### config.mk
export PLATFORM = sky130hd
export DESIGN_NAME = instruction_fetch
export DESIGN_NICKNAME = d
export VERILOG_FILES = /design/src/rtl/instruction_fetch.sv
export SDC_FILE = /design/constraint.sdc
export NUM_CORES = 1
export LEC_CHECK = 0
export ABC_CLOCK_PERIOD_IN_PS = 1700
export CAP_MARGIN = 5
export CELL_PAD_IN_SITES_DETAIL_PLACEMENT = 0
export CELL_PAD_IN_SITES_GLOBAL_PLACEMENT = 1
export CORE_ASPECT_RATIO = 0.6
export CORE_MARGIN = 2
export CORE_UTILIZATION = 45
export DETAILED_ROUTE_END_ITERATION = 7
export DONT_BUFFER_PORTS = 1
export PLACE_DENSITY_LB_ADDON = 0.1
export SETUP_SLACK_MARGIN = 0.05
export SLEW_MARGIN = 20
export SYNTH_ARGS = -nofsm -noshare
export SYNTH_HDL_FRONTEND = slang
export SYNTH_SLANG_ARGS = --single-unit
### constraint.sdc
create_clock -name clk -period 1.7 [get_ports clk]
set_input_delay 0.34 -clock clk [delete_from_list [all_inputs] [get_ports clk]]
set_output_delay 0.34 -clock clk [all_outputs]
set_load 0.03 [all_outputs]
### src/rtl/instruction_fetch.sv
// Fetch stage for the 8-bit control unit: owns the program counter, reads instruction
// memory over a req/ack handshake and presents one instruction per execute slot.
module instruction_fetch #(
    parameter int unsigned           PC_WIDTH = 8,
    parameter logic [PC_WIDTH-1:0]   RESET_PC = {PC_WIDTH{1'b0}}
) (
    input  logic                clk,
    input  logic                rstN,
    input  logic                stall,
    input  logic                jumpEn,
    input  logic [PC_WIDTH-1:0] jumpAddr,
    output logic                memReq,
    output logic [PC_WIDTH-1:0] memAddr,
    input  logic                memAck,
    input  logic [7:0]          memData,
    output logic [7:0]          inst,
    output logic                instValid,
    output logic [PC_WIDTH-1:0] pc
);

    typedef enum logic [1:0] {
        IDLE  = 2'd0,
        FETCH = 2'd1,
        EXEC  = 2'd2
    } state_t;

    state_t              state_q;
    logic [PC_WIDTH-1:0] fetch_pc_q;
    logic [PC_WIDTH-1:0] pc_q;
    logic [7:0]          ir_q;
    logic [PC_WIDTH-1:0] fetch_pc_inc_s;

    // Increment wraps silently modulo 2^PC_WIDTH.
    assign fetch_pc_inc_s = fetch_pc_q + {{(PC_WIDTH-1){1'b0}}, 1'b1};

    // Fetch sequencer: state, fetch address, instruction register and executing PC.
    always_ff @(posedge clk or negedge rstN) begin
        if (!rstN) begin
            state_q    <= IDLE;
            fetch_pc_q <= RESET_PC;
            pc_q       <= RESET_PC;
            ir_q       <= 8'h00;
        end else begin
            case (state_q)
                IDLE: begin
                    state_q <= FETCH;
                end
                FETCH: begin
                    if (memAck) begin
                        ir_q       <= memData;
                        pc_q       <= fetch_pc_q;
                        fetch_pc_q <= fetch_pc_inc_s;
                        state_q    <= EXEC;
                    end else begin
                        state_q    <= FETCH;
                    end
                end
                EXEC: begin
                    if (stall) begin
                        state_q <= EXEC;
                    end else if (jumpEn) begin
                        fetch_pc_q <= jumpAddr;
                        state_q    <= FETCH;
                    end else begin
                        state_q    <= FETCH;
                    end
                end
                default: begin
                    state_q <= IDLE;
                end
            endcase
        end
    end

    // Outputs depend only on registered state, so no input reaches them combinationally.
    always_comb begin
        memReq    = 1'b0;
        instValid = 1'b0;
        inst      = 8'h00;
        if (state_q == FETCH) begin
            memReq = 1'b1;
        end else if (state_q == EXEC) begin
            instValid = 1'b1;
            inst      = ir_q;
        end else begin
            memReq    = 1'b0;
            instValid = 1'b0;
        end
    end

    assign memAddr = fetch_pc_q;
    assign pc      = pc_q;

endmodule

==> flow_metrics.py, run 1 <==
metrics = {
    "critical_path": {
        "start_kind": "flop",
        "crit_family": "buffers and inverters",
        "critPathRequiredTime_ns": 1.85,
        "endpoint_kind": "flop",
        "cp_slowest_cell": "dfrtp_1",
        "cp_max_fo": 8,
        "worst-path-buf-inv": 3,
        "worst_ep_arrival_time_ns": 1.75,
        "worst-setup-path-type": "flop to flop",
        "crit_chain": "nand2b_4 > clkinvlp_4 > buf_4 > buf_4 > o31ai_1 > a211oi_2",
        "max_stage_delay_ns": 0.42,
        "cp_common_cell": "buf_4",
    },
    "sta": {
        "drv_slew": 0,
        "fin_crit_ns": 1.61,
        "relSlewSlack_pct": 76.3,
        "fin_setup_tns_ns": 0,
        "whs_ns": 0.173,
        "setup_violations": 0,
        "worstMarginPinSlew_ns": 0.356,
        "fmaxAchievable_mhz": 622,
        "grt_setup_unrepaired": "yes",
        "fin_skew_ns": 0.00798,
        "hold_viol": 0,
        "period_share_pct": 94.5,
    },
    "clocking": {
        "cts_tree": "yes",
        "cts_htree_levels": 1,
        "cts_buffer_depth": 2,
        "clk_latency_ns": 0.27,
        "cts_buffers": 3,
        "root_buffer": "clkbuf_8",
        "path_clk_slew_ns": 0.09,
        "clock-sinks": 26,
    },
    "yosys": {
        "synth_fa_ha_area_share_pct": 0.948,
        "synth_top_family_by_area": "simple AND/OR/NAND/NOR gates",
        "synth_compound_area_share_pct": 14.6,
        "synth_xor_area_share_pct": 0,
        "synth_edf_count": 0,
        "seq_area_frac_synth_pct": 49.3,
        "synthMuxAreaShare_pct": 0.758,
        "syn_area_mm2": 0.00132,
        "syn_nets": 165,
        "netlist_instances": 143,
        "yosysUniqueCellTypes": 40,
        "synth-seq-cells": 26,
        "synth-simple-area-share_pct": 29.0,
        "ys.flop_type": "dfrtp_1",
        "synthArstFlopShare_pct": 100,
        "yosys_warnings": 0,
        "syn_avg_cell_area_um2": 9.23,
    },
    "pwr": {
        "power-per-cell-area_mw_per_mm2": 1970,
        "vdd_ir_drop_max_uv": 867,
        "power.leakage_nw": 0.771,
    },
    "layout": {
        "diodes": 0,
        "layout_commonest_cell": "nand2_1",
        "nNetsFinal": 182,
        "layout_common_cells": "nand2_1, dfrtp_1, buf_4, and2_4",
        "drive_gt1_share_pct": 25.2,
        "area_growth_pct": 19.0,
    },
    "drt": {
        "first_iter_violations": 73,
        "drc_errors": 0,
        "routed_wl_mm": 3.35,
        "wl_met1_mm": 1.59,
        "via_per_inst": 5.59,
        "wl_met3_um": 247,
        "routed.top_layer": "met4",
        "met2WireLength_mm": 1.48,
        "via_count": 1123,
        "dr.pass1.iters": 4,
        "antenna_left": 0,
        "wl_per_cell_um": 16.6,
    },
    "die": {
        "dieArea_mm2": 0.00340,
        "fp.coreArea_mm2": 0.00283,
        "num_rows": 15,
        "start_util_pct": 46.6,
        "pin_count": 47,
        "die_h_um": 46.0,
        "die-width_um": 73.9,
    },
    "job": {
        "maxCapViolCount": 0,
    },
    "global_routing": {
        "antenna_found_initial": 0,
        "overflow": 0,
        "first_global_vias": 1012,
        "grtUsageTotal_pct": 20.3,
        "grt_max_degree": 27,
        "grt_pass1_wl_mm": 5.05,
    },
    "placed_design": {
        "dp_hpwl_mm": 2.32,
        "gp_congestion": 0.781,
        "portBuffers": 0,
    },
    "status": {
        "status": "finished, final reports clean",
    },
    "worst_hold_path": {
        "hold_path_class": "primary input to flop",
    },
}
-- cell type report --
class,instances,area (um2)
multi-input combinational,105,624
timing repair buffer,20,165
timing repair inverter,1,7.51
inverter,3,13.8
tap,42,52.6
clock buffer,4,55.1
sequential,26,652
fill,262,1260
-- final timing paths --
kind,cells past startpoint,to,start,slack [ns]
min in group asynchronous,2,pc[1]$_DFFE_PN0P_,rstN,0.52
worst max-delay path,6,memAddr[6]$_DFFE_PN0P_,state_q[0]$_DFF_PN0_,0.09
worst max register to register,6,memAddr[6]$_DFFE_PN0P_,state_q[0]$_DFF_PN0_,0.09
max in group asynchronous,2,state_q[1]$_DFF_PN0_,rstN,1.01
worst min register to register,2,ir_q[1]$_DFFE_PN0P_,ir_q[1]$_DFFE_PN0P_,0.48
worst min-delay path,2,ir_q[6]$_DFFE_PN0P_,memData[6],0.17
-- synthesized netlist by cell type (2+ instances only) --
cell      count  area (um2)
o21ai_0       3        15.0
a22o_1        2        17.5
a211oi_2      2        25.0
dfrtp_1      26         651
a311oi_1      2        17.5
nor3_1        3        15.0
and2_1        8        50.1
and3b_1       2        17.5
and3_1        2        12.5
nand3b_1      3        22.5
buf_6         2        22.5
inv_1         2        7.51
nand2_1      48         180
a31oi_1       2        12.5
o22ai_1       3        18.8
o31ai_1       4        30.0
buf_2         5        25.0
nand3_1       2        10.0
-- worst reg2reg max path, stage by stage (launching register included) --
cell and delay, ns:
dfrtp_1 0.42, nand2b_4 0.20, clkinvlp_4 0.14, buf_4 0.16, buf_4 0.16, o31ai_1 0.30
a211oi_2 0.11
-- per-layer routing --
layer,GRT usage [%],vias to the layer above
met5,0,-
met3,7.52,4
met1,28.3,549
met4,3.27,0
met2,30.9,40
li1,-,530
-- per-stage QoR --
step	cell area, um2	worst slack, ns	power (mW)	cells	util (%)
5_1_grt	1570	0.0337	3.31	201	55.4
3_5_place_dp	1440	0.0677	2.61	192	50.9
2_1_floorplan	1330	0.0887	2.22	143	-
6_report	1570	0.0934	3.10	201	55.4
3_3_place_gp	1440	0.160	2.57	192	50.9
4_1_cts	1540	0.0549	3.06	199	54.5
-- sequential cells by signal, summed over array words and instances, names as in the netlist --
name / count
state_q: 2
memAddr: 8
pc: 8
ir_q: 8
-- logic make-up after synthesis --
family                     Yosys count
and+or+nand+nor                     78
adders and majority gates            1
DFF                                 26
muxes                                1
AOI/OAI and AO/OA                   25
buffers and inverters               12
-- where the power goes --
part	switching (mW)	total (mW)	internal [mW]
logic	0.857	1.41	0.554
registers	0.409	1.29	0.884
clock network	0.187	0.394	0.207
total	1.45	3.10	1.65
-- what timing repair did --
action | in CTS | in global routing
gates cloned | 0 | 1
buffers inserted | 1 | 1
pin swaps | 0 | 0
hold buffers | 2 | 0
setup endpoints to repair | 9 | 16
resized for setup | 6 | 6
hold endpoints to repair | 26 | 0
(Power assumes the default switching activity.)
==> run 2: changes to the inputs <==
==> constraint.sdc (replaced) <==
create_clock -name clk -period 1.7 [get_ports clk]
set_input_delay 0.255 -clock clk [delete_from_list [all_inputs] [get_ports clk]]
set_output_delay 0.255 -clock clk [all_outputs]
set_load 0.03 [all_outputs]
==> run 2 against run 1 <==
Compared with the run above:
- first-iteration DRC count fell by 16%
- sequential power barely moved
- setup slack gained 0.025 ns
- clock power up 1%
- critical endpoint is now inst[6]
- largest cell class unchanged
- largest power group unchanged
==> flow_metrics.py, run 2 (synthesized netlist as in run 1, its figures left out) <==
metrics = {
    "drt": {
        "via_count": 1140,
        "first_iter_violations": 61,
        "wl_per_cell_um": 16.2,
        "dr.pass1.iters": 4,
        "antenna_left": 0,
        "via_per_inst": 5.51,
        "drc_errors": 0,
        "routed_wl_mm": 3.35,
    },
    "sta": {
        "grt_setup_unrepaired": "no",
        "period_share_pct": 93.0,
        "fin_crit_ns": 1.58,
        "relSlewSlack_pct": 74.9,
        "setup_slack_ns": 0.119,
        "worstMarginPinSlew_ns": 0.377,
        "fmaxAchievable_mhz": 632,
        "fin_setup_tns_ns": 0,
        "drv_slew": 0,
        "setup_violations": 0,
        "hold_viol": 0,
        "fin_skew_ns": 0.00595,
    },
    "clocking": {
        "root_buffer": "clkbuf_8",
        "clk_latency_ns": 0.27,
        "cts_buffers": 3,
        "cts_htree_levels": 1,
        "cts_tree": "yes",
        "path_clk_slew_ns": 0.09,
        "cts_buffer_depth": 2,
        "clock-sinks": 26,
    },
    "critical_path": {
        "crit_chain": "buf_6 > nand2b_4 > inv_8 > and2_1 > buf_4",
        "max_stage_delay_ns": 0.43,
        "worst_ep_arrival_time_ns": 1.33,
        "start_kind": "flop",
        "critPathRequiredTime_ns": 1.44,
        "crit_family": "flip-flops",
        "worst-setup-path-type": "flop to output pin",
        "cp_slowest_cell": "dfrtp_1",
        "endpoint_kind": "output pin",
        "worst-path-buf-inv": 3,
        "cp_max_fo": 18,
    },
    "pwr": {
        "power-per-cell-area_mw_per_mm2": 1940,
        "power.leakage_nw": 0.800,
        "vdd_ir_drop_max_uv": 785,
    },
    "job": {
        "maxCapViolCount": 0,
    },
    "placed_design": {
        "dp_hpwl_mm": 2.40,
        "pre_cts_ws_ns": 0.0248,
        "gp_congestion": 0.818,
        "portBuffers": 0,
    },
    "layout": {
        "layout_commonest_cell": "nand2_1",
        "layout_common_cells": "nand2_1, dfrtp_1, buf_4, and2_1",
        "area_growth_pct": 21.6,
        "fillers": 259,
        "nNetsFinal": 188,
        "register_area_um2": 652,
        "multi_input_area_um2": 606,
        "drive_gt1_share_pct": 23.0,
        "diodes": 0,
    },
    "global_routing": {
        "overflow": 0,
        "grt_pass1_wl_mm": 4.97,
        "first_global_vias": 1009,
        "grt_max_degree": 27,
        "antenna_found_initial": 0,
        "grtUsageTotal_pct": 20.2,
    },
    "die": {
        "start_util_pct": 46.6,
        "die_h_um": 46.0,
        "die-width_um": 73.9,
        "num_rows": 15,
        "dieArea_mm2": 0.00340,
        "fp.coreArea_mm2": 0.00283,
        "pin_count": 47,
    },
    "status": {
        "status": "finished, final reports clean",
    },
    "worst_hold_path": {
        "hold_path_class": "primary input to flop",
    },
}
==> run 2: cell count changes in the layout (fill, tap and decap cells not counted) <==
cell,previous run,this run
and2_1,0,8
buf_6,0,1
buf_4,18,24
inv_4,1,0
and2_2,1,0
clkinvlp_4,1,0
and2_4,7,0
inv_8,0,1
==> run 2: layer usage <==
metal / part of all wire (%) / GRT usage [%] / wire length [um]
met1: 46 / 27.5 / 1540
met2: 45 / 30.2 / 1500
met3: 8.1 / 8.19 / 273
met4: 1.3 / 5.09 / 44
met5: 0 / 0 / 0
==> run 2: worst paths after layout <==
path                                     endpoint            startpoint  depth (start not counted)  slack [ns]
setup / recovery                          inst[6]  state_q[1]$_DFF_PN0_                          5        0.12
hold / removal                ir_q[4]$_DFFE_PN0P_            memData[4]                          2        0.08
setup reg to reg           memAddr[7]$_DFFE_PN0P_  state_q[0]$_DFF_PN0_                          3        0.18
hold reg to reg               ir_q[5]$_DFFE_PN0P_   ir_q[5]$_DFFE_PN0P_                          2        0.47
max in group asynchronous    state_q[0]$_DFF_PN0_                  rstN                          2        1.13
min in group asynchronous    state_q[1]$_DFF_PN0_                  rstN                          2        0.41
==> run 2: area by class of cell <==
| class | instances | share of cell area, % |
|---|---|---|
| clock buffer | 4 | 3.43 |
| inverter | 3 | 1.17 |
| sequential | 26 | 40.6 |
| multi-input combinational | 105 | 37.7 |
| tap | 42 | 3.27 |
| timing repair buffer | 27 | 13.8 |
==> run 2: per-stage QoR <==
stage / util, % / std cells / area, um2 / power (mW) / hold WS, ns
after floorplan: - / 143 / 1320 / 2.21 / -0.0406
after global placement: 52.7 / 200 / 1490 / 2.60 / -0.0401
after detailed placement: 52.7 / 200 / 1490 / 2.64 / -0.0402
after CTS: 56.1 / 206 / 1590 / 3.11 / 0.0747
after global routing: 56.6 / 207 / 1610 / 3.33 / 0.0910
final: 56.6 / 207 / 1610 / 3.12 / 0.0836
==> run 2: where the power goes <==
| group | leakage (nW) | total, mW | switching, mW | internal, mW |
|---|---|---|---|---|
| logic | 0.454 | 1.43 | 0.862 | 0.569 |
| registers | 0.318 | 1.29 | 0.401 | 0.884 |
| clock network | 0.0288 | 0.399 | 0.192 | 0.207 |
==> run 2: what timing repair did <==
action / 4_1_cts / 5_1_grt
endpoints found under the setup margin: 15 / 8
hold buffers: 2 / 0
gates resized for setup: 4 / 3
buffers inserted: 0 / 1
endpoints found under the hold margin: 26 / 0
